`config.mk`:
```
export PLATFORM = sky130hd
export DESIGN_NAME = game_scheduler
export DESIGN_NICKNAME = d
export VERILOG_FILES = /design/src/rtl/game_scheduler.sv
export SDC_FILE = /design/constraint.sdc
export NUM_CORES = 1
export LEC_CHECK = 0
export ABC_AREA = 1
export BUFFER_PORTS_ARGS = -buffer_cell sky130_fd_sc_hd__buf_2
export CORE_UTILIZATION = 40
export CTS_CLUSTER_SIZE = 10
export DETAILED_ROUTE_END_ITERATION = 10
export SYNTH_ARGS = -nofsm -noshare
export SYNTH_HDL_FRONTEND = slang
export SYNTH_SLANG_ARGS = --single-unit
export TNS_END_PERCENT = 10
```
`constraint.sdc`:
```
create_clock -name clk -period 4.1 [get_ports clk]
set_input_delay 0.615 -clock clk [delete_from_list [all_inputs] [get_ports clk]]
set_output_delay 0.615 -clock clk [all_outputs]
set_load 0.01 [all_outputs]
```
`src/rtl/game_scheduler.sv`:
```
// game_scheduler
//   Sequences the scrolling datapath for one game session. Turns the per-frame
//   tick into single-cycle update strobes, ramps scroll speed (saturating),
//   accumulates distance travelled and runs the idle/run/crash/restart FSM.
// Ports
//   clk, rst     system clock, synchronous active-high reset
//   frame_tick   1-cycle pulse per video frame
//   start_btn    debounced start/jump button (level)
//   crash        collision flag (level or pulse)
//   update       1-cycle strobe, datapath advances one frame
//   speed        scroll speed in px/frame * 1024 (15 bits)
//   start        1-cycle pulse as a run begins
//   game_rst     1-cycle pulse clearing datapath state on restart
//   running      high while running
//   crashed      high while crashed
//   distance     sum of speed over all updates this run (32 bits, saturating)
module game_scheduler #(
  parameter int unsigned SPEED_INIT     = 6144,
  parameter int unsigned SPEED_MAX      = 13312,
  parameter int unsigned ACCEL          = 1,
  parameter int unsigned RESTART_FRAMES = 30
) (
  input  logic        clk,
  input  logic        rst,
  input  logic        frame_tick,
  input  logic        start_btn,
  input  logic        crash,
  output logic        update,
  output logic [14:0] speed,
  output logic        start,
  output logic        game_rst,
  output logic        running,
  output logic        crashed,
  output logic [31:0] distance
);

  localparam int unsigned CW = $clog2(RESTART_FRAMES + 2);
  localparam logic [14:0] L_SPEED_INIT = 15'(SPEED_INIT);
  localparam logic [15:0] L_SPEED_MAX  = 16'(SPEED_MAX);
  localparam logic [CW-1:0] L_RESTART  = CW'(RESTART_FRAMES);

  typedef enum logic [1:0] {
    S_IDLE,
    S_RUNNING,
    S_CRASHED,
    S_RESTART
  } state_t;

  state_t        r_state;
  logic          r_btn_prev;
  logic          r_update;
  logic          r_start;
  logic          r_game_rst;
  logic          r_running;
  logic          r_crashed;
  logic [14:0]   r_speed;
  logic [31:0]   r_distance;
  logic [CW-1:0] r_cooldown;

  logic          w_btn_rise;
  logic [15:0]   w_speed_inc;
  logic [14:0]   w_speed_next;
  logic [32:0]   w_dist_sum;
  logic [31:0]   w_dist_next;

  assign w_btn_rise   = start_btn & ~r_btn_prev;
  assign w_speed_inc  = {1'b0, r_speed} + 16'(ACCEL);
  assign w_speed_next = (w_speed_inc >= L_SPEED_MAX) ? L_SPEED_MAX[14:0] : w_speed_inc[14:0];
  assign w_dist_sum   = {1'b0, r_distance} + {18'd0, r_speed};
  assign w_dist_next  = w_dist_sum[32] ? '1 : w_dist_sum[31:0];

  always_ff @(posedge clk) begin
    if (rst) begin
      r_state    <= S_IDLE;
      r_btn_prev <= 1'b0;
      r_update   <= 1'b0;
      r_start    <= 1'b0;
      r_game_rst <= 1'b0;
      r_running  <= 1'b0;
      r_crashed  <= 1'b0;
      r_speed    <= L_SPEED_INIT;
      r_distance <= '0;
      r_cooldown <= '0;
    end else begin
      r_btn_prev <= start_btn;
      r_update   <= 1'b0;
      r_start    <= 1'b0;
      r_game_rst <= 1'b0;

      // The strobe's edge applies the advance even if this same edge moves
      // to CRASHED: a strobe already issued always completes.
      if (r_update) begin
        r_speed    <= w_speed_next;
        r_distance <= w_dist_next;
      end

      case (r_state)
        S_IDLE: begin
          r_speed <= L_SPEED_INIT;
          if (w_btn_rise) begin
            r_state   <= S_RUNNING;
            r_start   <= 1'b1;
            r_running <= 1'b1;
          end
        end
        S_RUNNING: begin
          // crash wins over a same-cycle tick; that tick is lost
          if (crash) begin
            r_state   <= S_CRASHED;
            r_running <= 1'b0;
            r_crashed <= 1'b1;
          end else if (frame_tick) begin
            r_update <= 1'b1;
          end
        end
        S_CRASHED: begin
          if (frame_tick && (r_cooldown < L_RESTART))
            r_cooldown <= r_cooldown + 1'b1;
          if (w_btn_rise && (r_cooldown == L_RESTART)) begin
            r_state    <= S_RESTART;
            r_crashed  <= 1'b0;
            r_game_rst <= 1'b1;
            r_speed    <= L_SPEED_INIT;
            r_distance <= '0;
            r_cooldown <= '0;
          end
        end
        S_RESTART: begin
          r_state   <= S_RUNNING;
          r_start   <= 1'b1;
          r_running <= 1'b1;
        end
        default: r_state <= S_IDLE;
      endcase
    end
  end

  assign update   = r_update;
  assign speed    = r_speed;
  assign start    = r_start;
  assign game_rst = r_game_rst;
  assign running  = r_running;
  assign crashed  = r_crashed;
  assign distance = r_distance;

endmodule

```
Word-level counts from Yosys, hierarchy flattened
Index checks and enable logic that the tools add are counted.
{"block": "word_totals", "in_bits": 5, "register_bits": 60}
{"block": "op_classes", "addsub": 3, "eq_ne": 7, "n_reduce_logical": 12, "bitwise": 4, "n_mux": 24, "order_cmp": 2}
{"op": "$mux 32", "count": 4}
{"op": "$mux 15", "count": 3}
{"op": "$add 32x15->33", "count": 1}
{"op": "$pmux 15 s2", "count": 1}
{"op": "$add 15x1->16 const B", "count": 1}
{"op": "$ge 16x14->1 const B", "count": 1}
{"op": "$mux 5", "count": 2}
{"op": "$reduce_and 3->1", "count": 3}
{"op": "$pmux 2 s4", "count": 1}
{"op": "$mux 1", "count": 7}
{"op": "$mux 2", "count": 3}
{"op": "$ne 2x2->1 const B", "count": 3}
{"op": "$add 5x1->5 const B", "count": 1}
{"op": "$eq 5x5->1 const B", "count": 1}
{"op": "$lt 5x5->1 const B", "count": 1}
{"op": "$eq 2x2->1 const B", "count": 2}
{"op": "$pmux 1 s2", "count": 2}
{"op": "$reduce_bool 2->1", "count": 2}
{"op": "$not 1->1", "count": 3}
{"op": "$pmux 1 s3", "count": 1}
{"op": "$reduce_bool 3->1", "count": 1}
{"op": "$reduce_or 3->1", "count": 1}
{"op": "$eq 2x1->1 const B", "count": 1}
{"op": "$logic_and 1x1->1", "count": 2}
{"op": "4 further kinds", "count": 4}

Longest topological paths before layout
{"block": "logic_depth", "depth_word": 6, "depth_mapped": 15, "mapped_depth_nobuf": 15}

Worst setup path after synthesis
OpenSTA, ideal clock, no wires.
{"block": "synth_path", "kind": "reg-to-reg", "startpoint": "register r_speed[0] (netlist: speed[0])", "endpoint": "register r_distance[17] (netlist: distance[17])", "synth_period_minus_slack_ps": 2028, "path_stages_with_launch": 14, "slack_ps": 2072, "arrival_time_ps": 1915, "setup_ps": 114, "path_buffers": 1, "path_cell_list": "dfxtp_1 > ha_1 > fa_1 > nand2_1 > nand2_1 > nand3_1 > nand2_2 > nand3_2 > nand2_4 > nand3_2 > buf_6 > nand2_1 > o21bai_1 > inv_1"}
{"block": "synth_between", "elab_chain_len": 5}
{"element": "start: declaration", "line": "56", "text": "logic [14:0] r_speed;"}
{"element": "start signal: assignment", "line": "93", "text": "r_speed <= w_speed_next;"}
{"element": "$add 32x15->33 *", "line": "69", "text": "assign w_dist_sum = {1'b0, r_distance} + {18'd0, r_speed};"}
{"element": "$mux 32 *", "line": "70", "text": "assign w_dist_next = w_dist_sum[32] ? '1 : w_dist_sum[31:0];"}
{"element": "$mux 32 *", "line": "92", "text": "if (r_update) begin"}
{"element": "$mux 32", "line": "119", "text": "if (w_btn_rise && (r_cooldown == L_RESTART)) begin"}
{"element": "$mux 32 *", "line": "97", "text": "case (r_state)"}
{"element": "end signal: assignment", "line": "94", "text": "r_distance <= w_dist_next;"}
{"element": "end: declaration", "line": "57", "text": "logic [31:0] r_distance;"}
Mark *: on every way between the ends. The rest lies on a longest branch, timed or not.
A chain may end at the register's enable or synchronous reset.

Worst setup path in the final report
{"block": "layout_path", "startpoint": "register r_cooldown[0]", "endpoint": "register r_speed[13] (netlist: speed[13])"}
{"block": "layout_between", "elab_chain_len": 4}
{"element": "start: declaration", "line": "58", "text": "logic [CW-1:0] r_cooldown;"}
{"element": "start signal: assignment", "line": "118", "text": "r_cooldown <= r_cooldown + 1'b1;"}
{"element": "$eq 5x5->1", "line": "119"}
{"element": "$logic_and 1x1->1", "line": "119"}
{"element": "$mux 15", "line": "119"}
{"element": "$pmux 15 s2", "line": "97"}
Every way passes these cells.

==> flow_summary.json <==
{
  "drt-initial-drc-count": 210,
  "tritoncts": "built",
  "root_buffer": "clkbuf_8",
  "rsz0062_at_grt": "no",
  "relSlewSlack_pct": 47.8,
  "syn_area_per_cell_um2": 6.59,
  "min-delay-start": "crashed$_SDFFE_PP0P_",
  "leakagePower_nw": 2.20,
  "core_area_mm2": 0.00937,
  "grt_util_all_layers_pct": 21.5,
  "cp.required_ps": 4370,
  "finalPower_w": 0.00160,
  "grt_pass1_vias": 3614,
  "die_y_um": 101,
  "critPathMaxStageDelay_ps": 630,
  "cts.sinks": 60,
  "slew_violations": 0,
  "ant_nets": 0,
  "synth_top_family_by_area": "simple AND/OR/NAND/NOR gates",
  "start_kind": "register",
  "synth.top_cells.by_area": "dfxtp_1 (30%), nand2_1 (13%), nor2_1 (8.3%)",
  "hpwl_mm": 7.67,
  "dieArea_mm2": 0.0103,
  "critical_path_arrival_ps": 2640,
  "synth_edf_count": 0,
  "ys_seq_area_share_pct": 30.5,
  "synthToLayoutAreaGrowth_pct": 16.0,
  "netlist_area_mm2": 0.00394,
  "regToRegSetupSlack_ps": 1730,
  "grt_max_degree": 37,
  "drt_wl_total_mm": 10.5,
  "vias": 3950,
  "tightest_slew_ps": 781,
  "hold_class": "reg2reg",
  "finalHoldViolCount": 0,
  "setup_viol": 0,
  "final_area_mm2": 0.00457,
  "clk-insertion-delay-late_ps": 340,
  "port_buffers": 56,
  "cp_max_fo": 28,
  "cts_buffers": 9,
  "firstDrtPassIters": 4,
  "cap_violations": 0,
  "antenna_found_initial": 0,
  "yosys.area_share.simple_pct": 37.0,
  "cts_setup_buffers": 0,
  "crit_chain": "inv_1 -> ha_1 -> nand3_1 -> nor2_2 -> a21oi_4 -> o21ai_0 -> inv_1 -> o21ai_0 -> a31oi_1",
  "cts_max_path_buffers": 2,
  "skew_ps": 10.3,
  "postSynth.asyncResetShare_pct": 0,
  "power.density_mw_per_mm2": 351,
  "diodes": 0,
  "critPathLaunch": "r_cooldown[0]$_SDFFE_PP0P_",
  "yosys_warnings": 0,
  "max_clock_freq_mhz": 422,
  "cts_resized": 0,
  "drive_above_1_share_pct": 14.4,
  "synth_ff_type": "dfxtp_1",
  "slowest_stage": "a21oi_4",
  "synthMuxAreaShare_pct": 0,
  "status": "finished clean",
  "drcViolationCount": 0,
  "ios": 57,
  "grt_overflow": 0,
  "cts_max_level": 3,
  "synth_top_area_cell": "dfxtp_1",
  "ys_top_cells_by_count": "nand2_1 (135), nor2_1 (87), inv_1 (72), dfxtp_1 (60), nand3_1 (54)",
  "rr_startpoint": "r_cooldown[0]$_SDFFE_PP0P_",
  "synth_fa_ha_area_share_pct": 7.49,
  "finalSetupTns_ps": 0,
  "start_util_pct": 42.1,
  "clkTransAtPathRegs_ps": 80,
  "vdd.ir_drop.worst_mv": 0.282,
  "routed_via_density": 5.01,
  "synth_xor_area_share_pct": 5.78,
  "postSynthCellCount": 598,
  "synth_compound_area_share_pct": 10.8,
  "critical_path_class": "reg2reg",
  "cts_hold_buf": 0,
  "fin_crit_sh_pct": 57.8,
  "worstSetupEndpointType": "register",
  "synthMostInstantiatedCell": "nand2_1",
  "grt_pass1_wl_mm": 17.3,
  "synthDominantCellAreaShare_pct": 30.5,
  "final_net_count": 682,
  "yosys.cell_types.count": 37,
  "fin_crit_ps": 2370,
  "synth_fp_nets": 626,
  "wl_per_cell_um": 13.3,
  "synth-seq-cells": 60,
  "dpl_cell_area_mm2": 0.00434,
  "die_w_um": 101,
  "gp_congestion": 0.887,
  "rows": 35
}
[logic make-up (layout without fill, tap and decap cells)]
family / count (synthesis) / in the layout
adder cells (fa/ha/maj): 23 / 23
AO/OA/AOI/OAI: 77 / 77
flip-flops: 60 / 60
buffers and inverters: 86 / 147
AND/OR/NAND/NOR: 326 / 326
XOR/XNOR: 26 / 26
[through the flow]
step / hold WS, ps / instances / utilization (%) / setup WS [ps]
after floorplan: 452 / 598 / - / 2070
after global placement: 449 / 772 / 46.3 / 1650
after detailed placement: 456 / 772 / 46.3 / 1570
after CTS: 470 / 788 / 48.8 / 1770
after global routing: 477 / 788 / 48.8 / 1540
final: 469 / 788 / 48.8 / 1730
[final timing paths]
kind	endpoint	cells past startpoint
worst max-delay path	speed[13]$_SDFF_PP0_	9
worst min-delay path	crashed$_SDFFE_PP0P_	2
worst max register to register	speed[13]$_SDFF_PP0_	9
worst min register to register	crashed$_SDFFE_PP0P_	2
[cell type report]
class	instances	area (µm²)
fill	1003	4800
multi-input combinational	452	2410
sequential	60	1200
timing repair buffer	57	288
inverter	74	278
tap	129	161
clock buffer	11	151
clock inverter	5	83.8
[cells in the final DEF, fill, tap and decap left out, types with 14 or more instances in the layout]
cell type | Yosys | layout
inv_1 | 72 | 72
nand2_1 | 135 | 135
o21ai_0 | 24 | 24
a21oi_1 | 30 | 30
nor2_1 | 87 | 87
buf_2 | 3 | 56
dfxtp_1 | 60 | 59
nand3_1 | 54 | 54
ha_1 | 22 | 22
xnor2_1 | 14 | 14
[metal layers]
metal	global-route usage (%)	routed length [µm]	vias to the layer above
li1	-	-	2059
met1	29.1	5360	1804
met2	35.3	4630	79
met3	3.17	422	8
met4	6.69	107	0
met5	0	0	-
[report_power, final]
| part | internal [W] | switching [W] |
|---|---|---|
| combinational | 0.000112 | 0.000199 |
| sequential | 0.000621 | 0.0000369 |
| clock | 0.000376 | 0.000259 |
| total | 0.00111 | 0.000495 |
[state kept, by name, indices dropped and copies added (netlist names)]
register,count
distance,32
speed,15
r_cooldown,5
crashed,1
r_state,2
update,1
game_rst,1
start,1
running,1
r_btn_prev,1
[critical path, delay by kind of cell (launching register included)]
kind | cells | cell delay [ps]
AO/OA/AOI/OAI | 4 | 1270
adder cells (fa/ha/maj) | 1 | 190
buffers and inverters | 2 | 290
flip-flops | 1 | 380
AND/OR/NAND/NOR | 2 | 180
Note: power is estimated with default switching activity, not from simulation.
